[src/rtl/str_pack_pkg.sv]
// Shared types and constants for the string packing scheduler.
// Holds the FSM encoding, field widths and the saturating length increment.
package str_pack_pkg;

    localparam int LEN_W = 16;
    localparam int CHAR_W = 8;
    localparam logic [CHAR_W-1:0] NULL_CHAR = 8'h00;

    typedef enum logic [1:0] {
        ST_IDLE    = 2'd0,
        ST_COLLECT = 2'd1,
        ST_EMIT    = 2'd2
    } state_t;

    function automatic logic [LEN_W-1:0] sat_inc(input logic [LEN_W-1:0] v);
        return (v == {LEN_W{1'b1}}) ? v : v + 1'b1;
    endfunction

endpackage

[src/rtl/str_pack_rr_arb.sv]
// Combinational round-robin arbiter: first asserted request at or after rr_ptr, with wrap.
// The caller registers the grant; nothing here holds state.
module str_pack_rr_arb
    import str_pack_pkg::*;
#(
    parameter int NREQ = 2,
    parameter int IDW  = 1
) (
    input  logic [NREQ-1:0] req,
    input  logic [IDW-1:0]  rr_ptr,
    output logic [NREQ-1:0] grant_oh,
    output logic [IDW-1:0]  grant_idx,
    output logic            grant_any
);

    localparam int CW = IDW + 1;

    logic [2*NREQ-1:0] req_dbl;
    logic [NREQ-1:0]   req_rot;
    logic [CW-1:0]     offset;
    logic [CW-1:0]     idx_sum;
    logic [CW-1:0]     idx_wrap;

    // Rotating a doubled copy puts the requester at rr_ptr on bit 0.
    assign req_dbl   = {req, req};
    assign req_rot   = req_dbl[rr_ptr +: NREQ];
    assign grant_any = |req;

    always_comb begin
        offset = '0;
        for (int k = NREQ - 1; k >= 0; k--) begin
            if (req_rot[k]) begin
                offset = CW'(k);
            end
        end
    end

    assign idx_sum   = {1'b0, rr_ptr} + offset;
    assign idx_wrap  = (idx_sum >= CW'(NREQ)) ? idx_sum - CW'(NREQ) : idx_sum;
    assign grant_idx = idx_wrap[IDW-1:0];

    generate
        for (genvar gi = 0; gi < NREQ; gi++) begin : g_oh
            assign grant_oh[gi] = grant_any && (idx_wrap == CW'(gi));
        end
    endgenerate

endmodule

[src/rtl/str_pack_sched.sv]
// Shares one string-to-bit packer among NREQ requesters with round-robin grants.
// Each granted string is packed right-aligned (newest character in the LSBs) and emitted with its requester ID.
module str_pack_sched
    import str_pack_pkg::*;
#(
    parameter int WIDTH = 32,
    parameter int NREQ  = 2,
    parameter int IDW   = (NREQ > 2) ? $clog2(NREQ) : 1
) (
    input  logic                     clk,
    input  logic                     rst_n,
    input  logic [NREQ-1:0]          req_valid,
    input  logic [NREQ*CHAR_W-1:0]   req_char,
    input  logic [NREQ-1:0]          req_last,
    output logic [NREQ-1:0]          req_ready,
    output logic                     out_valid,
    input  logic                     out_ready,
    output logic [WIDTH-1:0]         out_data,
    output logic [IDW-1:0]           out_id,
    output logic [LEN_W-1:0]         out_len,
    output logic                     out_trunc
);

    state_t               state_reg;
    logic [IDW-1:0]       grant_reg;
    logic [IDW-1:0]       rr_ptr_reg;
    logic [WIDTH-1:0]     acc_reg;
    logic [LEN_W-1:0]     len_reg;
    logic [NREQ-1:0]      req_ready_reg;
    logic                 out_valid_reg;

    logic [NREQ-1:0]      arb_oh;
    logic [IDW-1:0]       arb_idx;
    logic                 arb_any;

    logic                 beat;
    logic                 cur_last;
    logic [CHAR_W-1:0]    cur_char;
    logic [WIDTH-1:0]     acc_next;
    logic [IDW-1:0]       rr_ptr_next;

    str_pack_rr_arb #(
        .NREQ (NREQ),
        .IDW  (IDW)
    ) u_arb (
        .req       (req_valid),
        .rr_ptr    (rr_ptr_reg),
        .grant_oh  (arb_oh),
        .grant_idx (arb_idx),
        .grant_any (arb_any)
    );

    // req_ready_reg is one-hot on the granted requester, so it doubles as the data mux select.
    always_comb begin
        cur_char = '0;
        for (int i = 0; i < NREQ; i++) begin
            cur_char = cur_char | (req_char[CHAR_W*i +: CHAR_W] & {CHAR_W{req_ready_reg[i]}});
        end
    end

    assign beat     = (state_reg == ST_COLLECT) && |(req_valid & req_ready_reg);
    assign cur_last = |(req_last & req_ready_reg);

    generate
        if (WIDTH > CHAR_W) begin : g_shift_wide
            assign acc_next = {acc_reg[WIDTH-CHAR_W-1:0], cur_char};
        end else begin : g_shift_byte
            assign acc_next = cur_char;
        end
    endgenerate

    assign rr_ptr_next = (grant_reg == IDW'(NREQ - 1)) ? '0 : grant_reg + 1'b1;

    always_ff @(posedge clk or negedge rst_n) begin
        if (!rst_n) begin
            state_reg     <= ST_IDLE;
            grant_reg     <= '0;
            rr_ptr_reg    <= '0;
            acc_reg       <= '0;
            len_reg       <= '0;
            req_ready_reg <= '0;
            out_valid_reg <= 1'b0;
        end else begin
            unique case (state_reg)
                ST_IDLE: begin
                    if (arb_any) begin
                        grant_reg     <= arb_idx;
                        req_ready_reg <= arb_oh;
                        acc_reg       <= '0;
                        len_reg       <= '0;
                        state_reg     <= ST_COLLECT;
                    end
                end
                ST_COLLECT: begin
                    if (beat) begin
                        // Nulls are consumed so an empty string can still carry req_last.
                        if (cur_char != NULL_CHAR) begin
                            acc_reg <= acc_next;
                            len_reg <= sat_inc(len_reg);
                        end
                        if (cur_last) begin
                            req_ready_reg <= '0;
                            out_valid_reg <= 1'b1;
                            rr_ptr_reg    <= rr_ptr_next;
                            state_reg     <= ST_EMIT;
                        end
                    end
                end
                ST_EMIT: begin
                    if (out_ready) begin
                        out_valid_reg <= 1'b0;
                        state_reg     <= ST_IDLE;
                    end
                end
                default: begin
                    state_reg <= ST_IDLE;
                end
            endcase
        end
    end

    assign req_ready = req_ready_reg;
    assign out_valid = out_valid_reg;
    assign out_data  = acc_reg;
    assign out_id    = grant_reg;
    assign out_len   = len_reg;
    assign out_trunc = (len_reg > LEN_W'(WIDTH / CHAR_W));

endmodule

[config.mk]
export PLATFORM = sky130hd
export DESIGN_NAME = str_pack_sched
export DESIGN_NICKNAME = d
export VERILOG_FILES = /design/src/rtl/str_pack_pkg.sv /design/src/rtl/str_pack_rr_arb.sv /design/src/rtl/str_pack_sched.sv
export SDC_FILE = /design/constraint.sdc
export NUM_CORES = 1
export LEC_CHECK = 0
export ABC_AREA = 1
export CAP_MARGIN = 20
export CORE_MARGIN = 10
export CORE_UTILIZATION = 50
export CTS_BUF_LIST = sky130_fd_sc_hd__clkbuf_8 sky130_fd_sc_hd__clkbuf_16
export CTS_CLUSTER_DIAMETER = 80
export CTS_CLUSTER_SIZE = 16
export DETAILED_ROUTE_END_ITERATION = 8
export GPL_TIMING_DRIVEN = 0
export PLACE_DENSITY = 0.8
export SLEW_MARGIN = 20
export SYNTH_ARGS = -nofsm -noshare
export SYNTH_HDL_FRONTEND = slang
export SYNTH_HIERARCHICAL = 1
export SYNTH_SLANG_ARGS = --single-unit
[constraint.sdc]
create_clock -name clk -period 1.9 [get_ports clk]
set_input_delay 0.19 -clock clk [delete_from_list [all_inputs] [get_ports clk]]
set_output_delay 0.19 -clock clk [all_outputs]
set_load 0.01 [all_outputs]
==> impl_results.md, run 1 <==
* Clock buffer depth at 2
* CTS sink cnt at 55
* WS Path Type: reg -> reg
* Total CTS buffers at 5
* Worst VDD drop at around 0.00094 V
* Max reg flops at 32
* Core Rows at 28
* Max Slew Vio Count at 0
* Largest net degree at the start of global routing at 56
* Slew headroom at a little over half
* Crit-path cells: buf_4 -> ha_1 -> nand2_1 -> inv_2 -> nand2_4 -> nor2_4 -> nand3_2 -> nand3_4 -> buf_6 -> nand2_1 -> nand2_1
* Clock Latency Late Sink at 0.31 ns
* Synth Cell Area at 3160 um2
* IO Count at 76
* Initial core utilization at between 50% and 60%
* Net switching power figure at around 2.4 mW
* Period utilization at 90.9%
* CTS tree: yes
* Minimum clock period at 1.73 ns
* Vias per inst at 5.14
* Worst-path maximum fanout at 10
* Number of synthesized flops with an enable pin at 0
* Fillers at 504
* Count of final setup violators at 0
* Iteration-0 DRC Markers at between 150 and 200
* Tot GR Track Use at 16.8%
* Top cell type's share of synthesized area at 43.6%
* WP data required at 2.11 ns
* CP most frequent cell: nand2_1
* Sw frac at approximately 44%
* Hold Crit Class: in -> async
* Die area at just under 10,000 um2
* Most instantiated cells after synthesis: nand2_1 (167), dfrtp_1 (55), nor2_1 (39), o21ai_2 (30), inv_1 (28)
* Fin cells at 573
* Final-report hold violation count at 0
* Run status: finished, final reports clean
* HPWL Detailed at between 6 and 7 mm
* Syn. warnings at 6
* Arr. time, crit path at 1.93 ns
* Max Cap Violations at 0
* Skew final at about 0.0096 ns
* Kind of cell adding the most delay to the critical path: simple AND/OR/NAND/NOR gates
* Initial antenna violation count at 0
* DRC at 0
* Compound-gate portion of the synthesized area at 12.5%
* Layout cells sized above 1 at 14.7%
* Yosys reg bits at 55
* Adder-cell share of the synthesized area at less than 1%
* Sequential Power Share at 31.5%
* Measured slew at the worst slew-check pin at 0.702 ns
* Post-synthesis sequential area ratio at approximately 44%
* GPL Wtd Cong at 0.867
* Gr ovfl total at 0
* Port bufs at 75
* TritonRoute pass-1 iters at 5
* Mean cell area of the mapped netlist at between 7 and 8 um2
* First-pass GRT wire length at ~14 mm
* Int Pwr at between 3 and 4 mW
* Maximum clock rate at 0.579 GHz
* DR WL/cell at 14.3 um
* CP bufs+invs at 3
* N_diodes at 0
* Cells after DPL at 562
* Core Box Area at 6030 um2
* Synth cell types at 30
* Synth Area in XOR/XNOR at 0%
* Count leader, synth: nand2_1
* Predominant post-synthesis flop cell: dfrtp_1
* CP startpoint kind: register
* Final ANT Viol Nets at 0
* Worst path slowest cell: dfrtp_1
* Mux contribution to synthesized area at 0.357%
* Clock root buffer master: clkbuf_8
* Area leader, netlist: dfrtp_1
* Leak at 1.88 nW
* Pwr Density at 1330 nW/um2
* Post-synthesis simple-gate area fraction at 34.5%
* DR vias at between 2,000 and 3,000
* Crit-path max cell delay at about 0.4 ns
* Die Span Y at 99.5 um
* Area growth syn-to-layout at 30.2%
* Gate power share at 56.2%
* Vias in the first global route at 2,821
* Top post-synthesis cells by area: dfrtp_1 (44%), nand2_1 (20%), o21ai_2 (8.3%), nor2_1 (4.6%), nand3_1 (4.1%)
* Fin nets at 522
* Net Count, Synth at 437
* Worst-path clk slew at 0.11 ns
* Post-synth ARST share at 100%
* CP Capture Type: register
* Max H-tree Level at 2
* Main combinational cell family by area after synthesis: simple AND/OR/NAND/NOR gates
* Unrepaired setup endpoints after global routing: false
* Die width at 99.5 um
* Design Power at between 5 and 6 mW
* Final WL at 8.17 mm
* Syn Inst Count at 412
* Clk pwr share at roughly 12%
## cells by family (layout without fill, tap and decap cells)
kind of cell,Yosys count,in the layout
adder cells (fa/ha/maj),2,2
buffers and inverters,47,133
AND/OR/NAND/NOR,253,253
AO/OA/AOI/OAI,54,54
flip-flops,55,55
multiplexers,1,1
## cells in the final DEF, fill, tap and decap left out, types with 2 or more instances in the layout
cell type        synthesis  final
dfrtp_1                 55     55
clkbuf_8                 0      5
buf_6                   10     10
nor2_4                   3      3
o21ai_2                 30     30
nand2_4                  3      3
buf_4                    2      5
nor2_1                  39     39
clkbuf_1                 3      3
o21bai_1                 2      2
ha_1                     2      2
inv_2                    3      4
inv_1                   28     27
nand3_1                 26     26
nand4_1                  2      2
clkdlybuf4s50_1          0     73
nor4_1                   3      3
nor3_1                   3      3
nor2_2                   2      2
nand2_2                  2      2
o21ai_0                 10     10
nand2_1                167    167
a21oi_1                  6      6
o21ai_1                  3      3
## layer usage
metal | up-vias | part of all wire, % | track usage (%)
met3 | 14 | 6.7 | 4.29
met5 | - | 0 | 0
met2 | 103 | 47 | 27.2
li1 | 1475 | - | -
met1 | 1351 | 44 | 21.7
met4 | 0 | 1.5 | 4.41
## stage by stage
step	hold WS [ns]	setup WS, ns	TNS [ns]	cell area (um2)	util (%)
2_1_floorplan	-0.106	0.368	0	3160	-
3_3_place_gp	0.464	-1.08	-59.16	4000	66.4
3_5_place_dp	0.287	0.0345	0	4000	66.4
4_1_cts	0.467	0.124	0	4110	68.3
5_1_grt	0.503	0.0453	0	4110	68.2
6_report	0.448	0.172	0	4110	68.2
## layout make-up
type	instances	area [um2]	area share [%]
inverters	31	116	2.83
repair buffers	78	768	18.7
well taps	75	93.8	2.28
plain buffers	16	144	3.50
multi-input cells	310	1520	37.0
clock inverters	3	22.5	0.548
flip-flops and latches	55	1380	33.5
clock buffers	5	68.8	1.67
## repair_timing
item	4_1_cts	5_1_grt
setup buffers	2	0
pin swaps	0	1
endpoints found under the hold margin	55	0
gates resized for setup	1	3
setup endpoints to repair	1	3
hold buffers	1	0
## worst reg2reg max path, cell delays in order (launching register included)
cell and delay [ns]:
dfrtp_1 0.40, buf_4 0.16, ha_1 0.20, nand2_1 0.14, inv_2 0.09, nand2_4 0.10
nor2_4 0.04, nand3_2 0.09, nand3_4 0.12, buf_6 0.17, nand2_1 0.06, nand2_1 0.05
## path summary, 6_finish.rpt
path                             from  cells past startpoint           end  slack, ns
min                             rst_n                      2  out_data[26]       0.45
max in group asynchronous       rst_n                      2    out_len[8]       0.97
max reg2reg                out_len[0]                     11    out_len[7]       0.17
min in group clk            out_ready                      2  state_reg[1]       0.47
max                        out_len[0]                     11    out_len[7]       0.17
min reg2reg                 out_valid                      2     out_valid       0.49
## power groups by stage
stage	clock (mW)	sequential, mW	combinational (mW)
floorplan	0	1.86	1.82
global placement	0	1.76	3.01
detailed placement	0	1.77	3.06
CTS	0.687	1.73	3.12
global route	0.733	1.77	3.40
finish	0.676	1.73	3.08
Power figures use the tool's default switching activity.
==> inputs of run 2 (changes only) <==
--- a/config.mk
+++ b/config.mk
@@ -15,6 +15,7 @@
 export DETAILED_ROUTE_END_ITERATION = 8
 export GPL_TIMING_DRIVEN = 0
 export PLACE_DENSITY = 0.8
+export SETUP_SLACK_MARGIN = 0.2
 export SLEW_MARGIN = 20
 export SYNTH_ARGS = -nofsm -noshare
 export SYNTH_HDL_FRONTEND = slang
==> run 2 against run 1 <==
Compared with the run above: via count up 5.4%; first-iteration DRC count is 32% higher; combinational power up 22%; register-to-register slack improved by 0.02 ns; critical endpoint is now out_len[6]; highest routed layer unchanged; largest cell class unchanged.
==> impl_results.md, run 2 (synthesis gave the netlist of run 1 again) <==
* Run status: finished, final reports clean
* DRC at 0 (unchanged)
* Vias in the first global route at 2,820 (-0.035%)
* TritonRoute pass-1 iters at 4 (-1)
* Met1 WL at 3.87 mm (+6.8%)
* Total CTS buffers at 5 (unchanged)
* CTS sink cnt at 55 (unchanged)
* Fin nets at 540 (+3.4%)
* Met3 wire len at 699 um (+27%)
* CP startpoint kind: register
* Tot GR Track Use at 16.8% (about the same)
* DR vias at 3,103 (+5.4%)
* Initial antenna violation count at 0 (unchanged)
* Fillers at 453 (-10%)
* Final-report hold violation count at 0 (unchanged)
* Die area at 9890 um2 (unchanged)
* HPWL Detailed at 6.26 mm (unchanged)
* Clock Latency Late Sink at 0.31 ns (about the same)
* Skew final at 0.0141 ns (+0.00451 ns)
* WS Path Type: reg -> reg
* Setup tns final at 0 ns (unchanged)
* Leak at 2.00 nW (+6.1%)
* Final setup margin at 0.192 ns (+0.0202 ns)
* Hold Crit Class: in -> async
* Final ANT Viol Nets at 0 (unchanged)
* Layout cells sized above 1 at 23.1% (+8.4 points)
* Die Span Y at 99.5 um (unchanged)
* Critical Path Start: out_len[0]
* Measured slew at the worst slew-check pin at 0.701 ns (-0.00138 ns)
* WP data required at 2.11 ns (about the same)
* Initial core utilization at 52.4% (unchanged)
* Fin cells at 591 (+3.1%)
* Vias per inst at 5.25 (+2.2%)
* Core Box Area at 6030 um2 (unchanged)
* Port bufs at 75 (unchanged)
* Core utilization of the finished layout at 72.9% (+4.7 points)
* Arr. time, crit path at 1.92 ns (about the same)
* GPL Wtd Cong at 0.867 (unchanged)
* Max reg flops at 32 (unchanged)
* Pwr Density at 1410 nW/um2 (+5.7%)
* R2R Path Start: out_len[0]
* Minimum clock period at 1.71 ns (-0.0202 ns)
* Max Cap Violations at 0 (unchanged)
* Iteration-0 DRC Markers at 252 (+32%)
* Max Slew Vio Count at 0 (unchanged)
* Unrepaired setup endpoints after global routing: true
* Maximum clock rate at 0.586 GHz (+1.2%)
* Die width at 99.5 um (unchanged)
* Worst-path maximum fanout at 10 (unchanged)
* Final WL at 9.05 mm (+11%)
* Cells after DPL at 562 (unchanged)
* Top Layer Used: met4
* Clock root buffer master: clkbuf_8
* Core Rows at 28 (unchanged)
* CP Capture Type: register
* Slew headroom at 53.3% (+0.092 points)
* Gr ovfl total at 0 (unchanged)
* Worst VDD drop at 0.000866 V (-7.9%)
* DR WL/cell at 15.3 um (+7.4%)
* Most frequent cells in the layout: nand2_1 (158), clkdlybuf4s50_1 (73), dfrtp_1 (50)
* DP Worst Slack at 0.0345 ns (unchanged)
* Max H-tree Level at 2 (unchanged)
* Largest net degree at the start of global routing at 56 (unchanged)
* CTS tree: yes
* Commonest non-fill, non-tap cell in the layout: nand2_1
* Clock buffer depth at 2 (unchanged)
* First-pass GRT wire length at 14.0 mm (about the same)
* IO Count at 76 (unchanged)
* N_diodes at 0 (unchanged)
* Worst-path clk slew at 0.11 ns (about the same)
* Count of final setup violators at 0 (unchanged)
* Design Power at 6.20 mW (+13%)
* Period utilization at 89.9% (-1.1 points)
* Met2 wire len at 4.34 mm (+12%)
* Area growth syn-to-layout at 39.2%
## run 2: layout make-up
class | count | area [um2] | area share (%)
Clock inverter | 3 | 22.5 | 0.513
Tap cell | 75 | 93.8 | 2.14
Multi-Input combinational cell | 311 | 1630 | 37.2
Clock buffer | 5 | 68.8 | 1.57
Inverter | 31 | 119 | 2.71
Buffer | 16 | 155 | 3.53
Sequential cell | 55 | 1380 | 31.5
Timing Repair Buffer | 95 | 917 | 20.9
## run 2: path summary, 6_finish.rpt
path                                end  slack [ns]  depth (start not counted)
setup / recovery             out_len[6]        0.19                         10
hold / removal             out_data[11]        0.45                          2
setup reg to reg             out_len[6]        0.19                         10
hold reg to reg            out_data[27]        0.50                          2
max in group asynchronous    out_len[7]        0.94                          2
min in group clk           state_reg[1]        0.47                          2
## run 2: through the flow
step / hold slack, ns / area [um2]
floorplan: -0.106 / 3160
global placement: 0.464 / 4000
detailed placement: 0.287 / 4000
CTS: 0.467 / 4110
global route: 0.506 / 4390
finish: 0.453 / 4390
## run 2: repair_timing
action	CTS	global route
buffers inserted	2	15
resized for setup	6	40
hold endpoints to repair	55	0
cloned	0	3
setup endpoints to repair	9	49
pin swaps	0	15
hold buffers	1	0
## run 2: layer usage
layer	vias up	GRT usage, %
li1	1513	-
met1	1441	21.6
met2	129	27.2
met3	20	4.29
met4	0	4.41
met5	-	0
## run 2: critical path, cell delays in order (launching register included)
cell and delay (ns):
dfrtp_1 0.39, buf_4 0.16, ha_4 0.16, nand2_4 0.07, inv_4 0.10, nand4_1 0.16, nor2_2 0.19, nor2_2 0.07
buf_6 0.15, nand3_1 0.08, nand2_1 0.06
## run 2: power breakdown
part / switching [mW] / internal, mW / leakage, nW
registers: 0.270 / 1.48 / 0.733
clock network: 0.415 / 0.266 / 0.0485
logic: 2.05 / 1.71 / 1.22
total: 2.74 / 3.46 / 2.00
==> inputs of run 3 (changes only) <==
--- a/config.mk
+++ b/config.mk
@@ -8,13 +8,12 @@
 export ABC_AREA = 1
 export CAP_MARGIN = 20
 export CORE_MARGIN = 10
-export CORE_UTILIZATION = 50
+export CORE_UTILIZATION = 23
 export CTS_BUF_LIST = sky130_fd_sc_hd__clkbuf_8 sky130_fd_sc_hd__clkbuf_16
 export CTS_CLUSTER_DIAMETER = 80
 export CTS_CLUSTER_SIZE = 16
 export DETAILED_ROUTE_END_ITERATION = 8
 export GPL_TIMING_DRIVEN = 0
-export PLACE_DENSITY = 0.8
 export SETUP_SLACK_MARGIN = 0.2
 export SLEW_MARGIN = 20
 export SYNTH_ARGS = -nofsm -noshare
==> run 3 against run 2 <==
Compared with the run above: hold slack improved by 0.019 ns; sequential power rose by 3%; die area rose by 90%; first-iteration DRC count fell by 3.2%; sequential share of layout area fell by 3.4 points; largest cell class unchanged; global-route usage fell by 6.3 points; clock power rose by 45%; setup slack improved by 0.0091 ns; clock-buffer cell count did not move; critical path type unchanged; wire length rose by 18%; design area rose by 12%.
==> impl_results.md, run 3 (synthesis gave the netlist of run 1 again) <==
* Run status: finished, final reports clean
* WP data required at 2.14 ns (+0.03 ns)
* Core Rows at 42 (+50%)
* Clock buffer depth at 2 (unchanged)
* Core Box Area at 13,300 um2 (+120%)
* Slew headroom at 52.5% (-0.80 points)
* First-pass GRT wire length at 15.8 mm (+12%)
* Total CTS buffers at 5 (unchanged)
* Clock Latency Late Sink at 0.31 ns (about the same)
* Final ANT Viol Nets at 0 (unchanged)
* Die area at 18,800 um2 (+90%)
* Max Slew Vio Count at 0 (unchanged)
* DR vias at 3,087 (-0.52%)
* Core utilization of the finished layout at 36.9% (-36 points)
* GPL Wtd Cong at 0.851 (-1.8%)
* Crit-path max cell delay at 0.44 ns (+0.05 ns)
* Worst-path clk slew at 0.08 ns (-0.03 ns)
* Pwr Density at 1470 nW/um2 (+4.5%)
* Vias per inst at 4.41 (-16%)
* Crit-path cells: buf_6 -> nand2_4 -> nand2_4 -> nor2_4 -> nand2_2 -> nor2_4 -> nand2_8 -> nand2_8 -> clkbuf_16 -> nand2_1 -> o21ai_2
* Max H-tree Level at 2 (unchanged)
* Tot GR Track Use at 10.4% (-6.3 points)
* Gr ovfl total at 0 (unchanged)
* CP Capture Type: register
* Largest net degree at the start of global routing at 56 (unchanged)
* Port bufs at 75 (unchanged)
* Final WL at 10.7 mm (+18%)
* Max Cap Violations at 0 (unchanged)
* Die width at 137 um (+38%)
* Period utilization at 89.4% (-0.48 points)
* Layout cells sized above 1 at 30.7% (+7.7 points)
* Initial antenna violation count at 0 (unchanged)
* Worst VDD drop at 0.000579 V (-33%)
* Maximum clock rate at 0.589 GHz (+0.53%)
* WS Path Type: reg -> reg
* CP bufs+invs at 2 (-1)
* Hold Crit Class: in -> async
* Worst path slowest cell: dfrtp_1
* DRC at 0 (unchanged)
* Fin nets at 548 (+1.5%)
* Iteration-0 DRC Markers at 244 (-3.2%)
* Die Span Y at 137 um (+38%)
* Max reg flops at 32 (unchanged)
* Initial core utilization at 23.7% (-29 points)
* IO Count at 76 (unchanged)
* Cells after DPL at 663 (+18%)
* CTS tree: yes
* Vias in the first global route at 3,050 (+8.2%)
* Kind of cell adding the most delay to the critical path: simple AND/OR/NAND/NOR gates
* Measured slew at the worst slew-check pin at 0.713 ns (+0.0120 ns)
* Arr. time, crit path at 1.94 ns (+0.02 ns)
* Minimum clock period at 1.70 ns (-0.00905 ns)
* Final-report hold violation count at 0 (unchanged)
* TritonRoute pass-1 iters at 4 (unchanged)
* Unrepaired setup endpoints after global routing: true
* N_diodes at 0 (unchanged)
* Most frequent cells in the layout: nand2_1 (121), clkdlybuf4s50_1 (73), dfrtp_1 (50)
* Design Power at 7.26 mW (+17%)
* Area growth syn-to-layout at 56.0%
* Worst hold slack at 0.472 ns (+0.0189 ns)
* DR WL/cell at 15.2 um (-0.68%)
* Worst-path maximum fanout at 8 (-2)
* Commonest non-fill, non-tap cell in the layout: nand2_1
* Count of final setup violators at 0 (unchanged)
* CP startpoint kind: register
* CTS sink cnt at 55 (unchanged)
* HPWL Detailed at 7.28 mm (+16%)
* Skew final at 0.00795 ns (-0.00618 ns)
* Clock root buffer master: clkbuf_16
* Leak at 2.19 nW (+9.3%)
* Fin cells at 700 (+18%)
## run 3: changes by cell type in the layout (fill, tap and decap cells not counted), moves of 3 or more
cell       previous run  this run
nand2_2              10        31
buf_12                0         3
clkbuf_8              5         0
nor2_2                7         2
nand2_4               4        20
clkbuf_16             1        10
nand2_1             158       121
nor2_4                4         7
## run 3: stage by stage
stage,instance area (um2),setup TNS [ns],setup slack [ns]
floorplan,3160,0,0.368
global placement,4130,-63.28,-1.15
detailed placement,4130,0,0.0251
CTS,4370,0,0.194
global route,4920,0,0.120
finish,4920,0,0.201
## run 3: final cells by class
class / count / area [um2]
fillers: 1370 / 8420
plain buffers: 16 / 189
repair buffers: 103 / 1070
well taps: 176 / 220
clock buffers: 5 / 125
inverters: 31 / 119
clock inverters: 3 / 27.5
flip-flops and latches: 55 / 1380
multi-input cells: 311 / 1790
## run 3: final timing paths
kind | slack (ns) | to | start | depth (start not counted)
worst min register to register | 0.49 | out_valid | out_valid | 2
worst max-delay path | 0.20 | out_data[17] | req_ready[0] | 11
min in group clk | 0.49 | state_reg[1] | out_ready | 2
worst max register to register | 0.20 | out_data[17] | req_ready[0] | 11
worst min-delay path | 0.47 | out_data[31] | rst_n | 2
max in group asynchronous | 0.90 | out_len[12] | rst_n | 2
## run 3: timing repair
| item | 4_1_cts | 5_1_grt |
|---|---|---|
| hold endpoints to repair | 55 | 0 |
| setup endpoints to repair | 43 | 49 |
| hold buffers | 1 | 0 |
| cloned | 1 | 8 |
| gates resized for setup | 11 | 103 |
| buffers inserted | 6 | 13 |
| pin swaps | 1 | 17 |
## run 3: power breakdown
group          total [mW]  leakage (nW)  switching [mW]  internal [mW]
Sequential           1.81         0.733           0.325           1.48
Combinational        4.47          1.38            2.35           2.13
Clock               0.985        0.0719           0.482          0.502
Total                7.26          2.19            3.15           4.11
## run 3: layer usage
metal	global-route usage, %	part of all wire (%)	vias to the layer above	wire length (um)
met4	3.75	1.1	0	119
met2	16.1	46	96	4870
li1	-	-	1522	-
met5	0	0	-	0
met1	13.4	46	1457	4860
met3	3.26	7.5	12	796
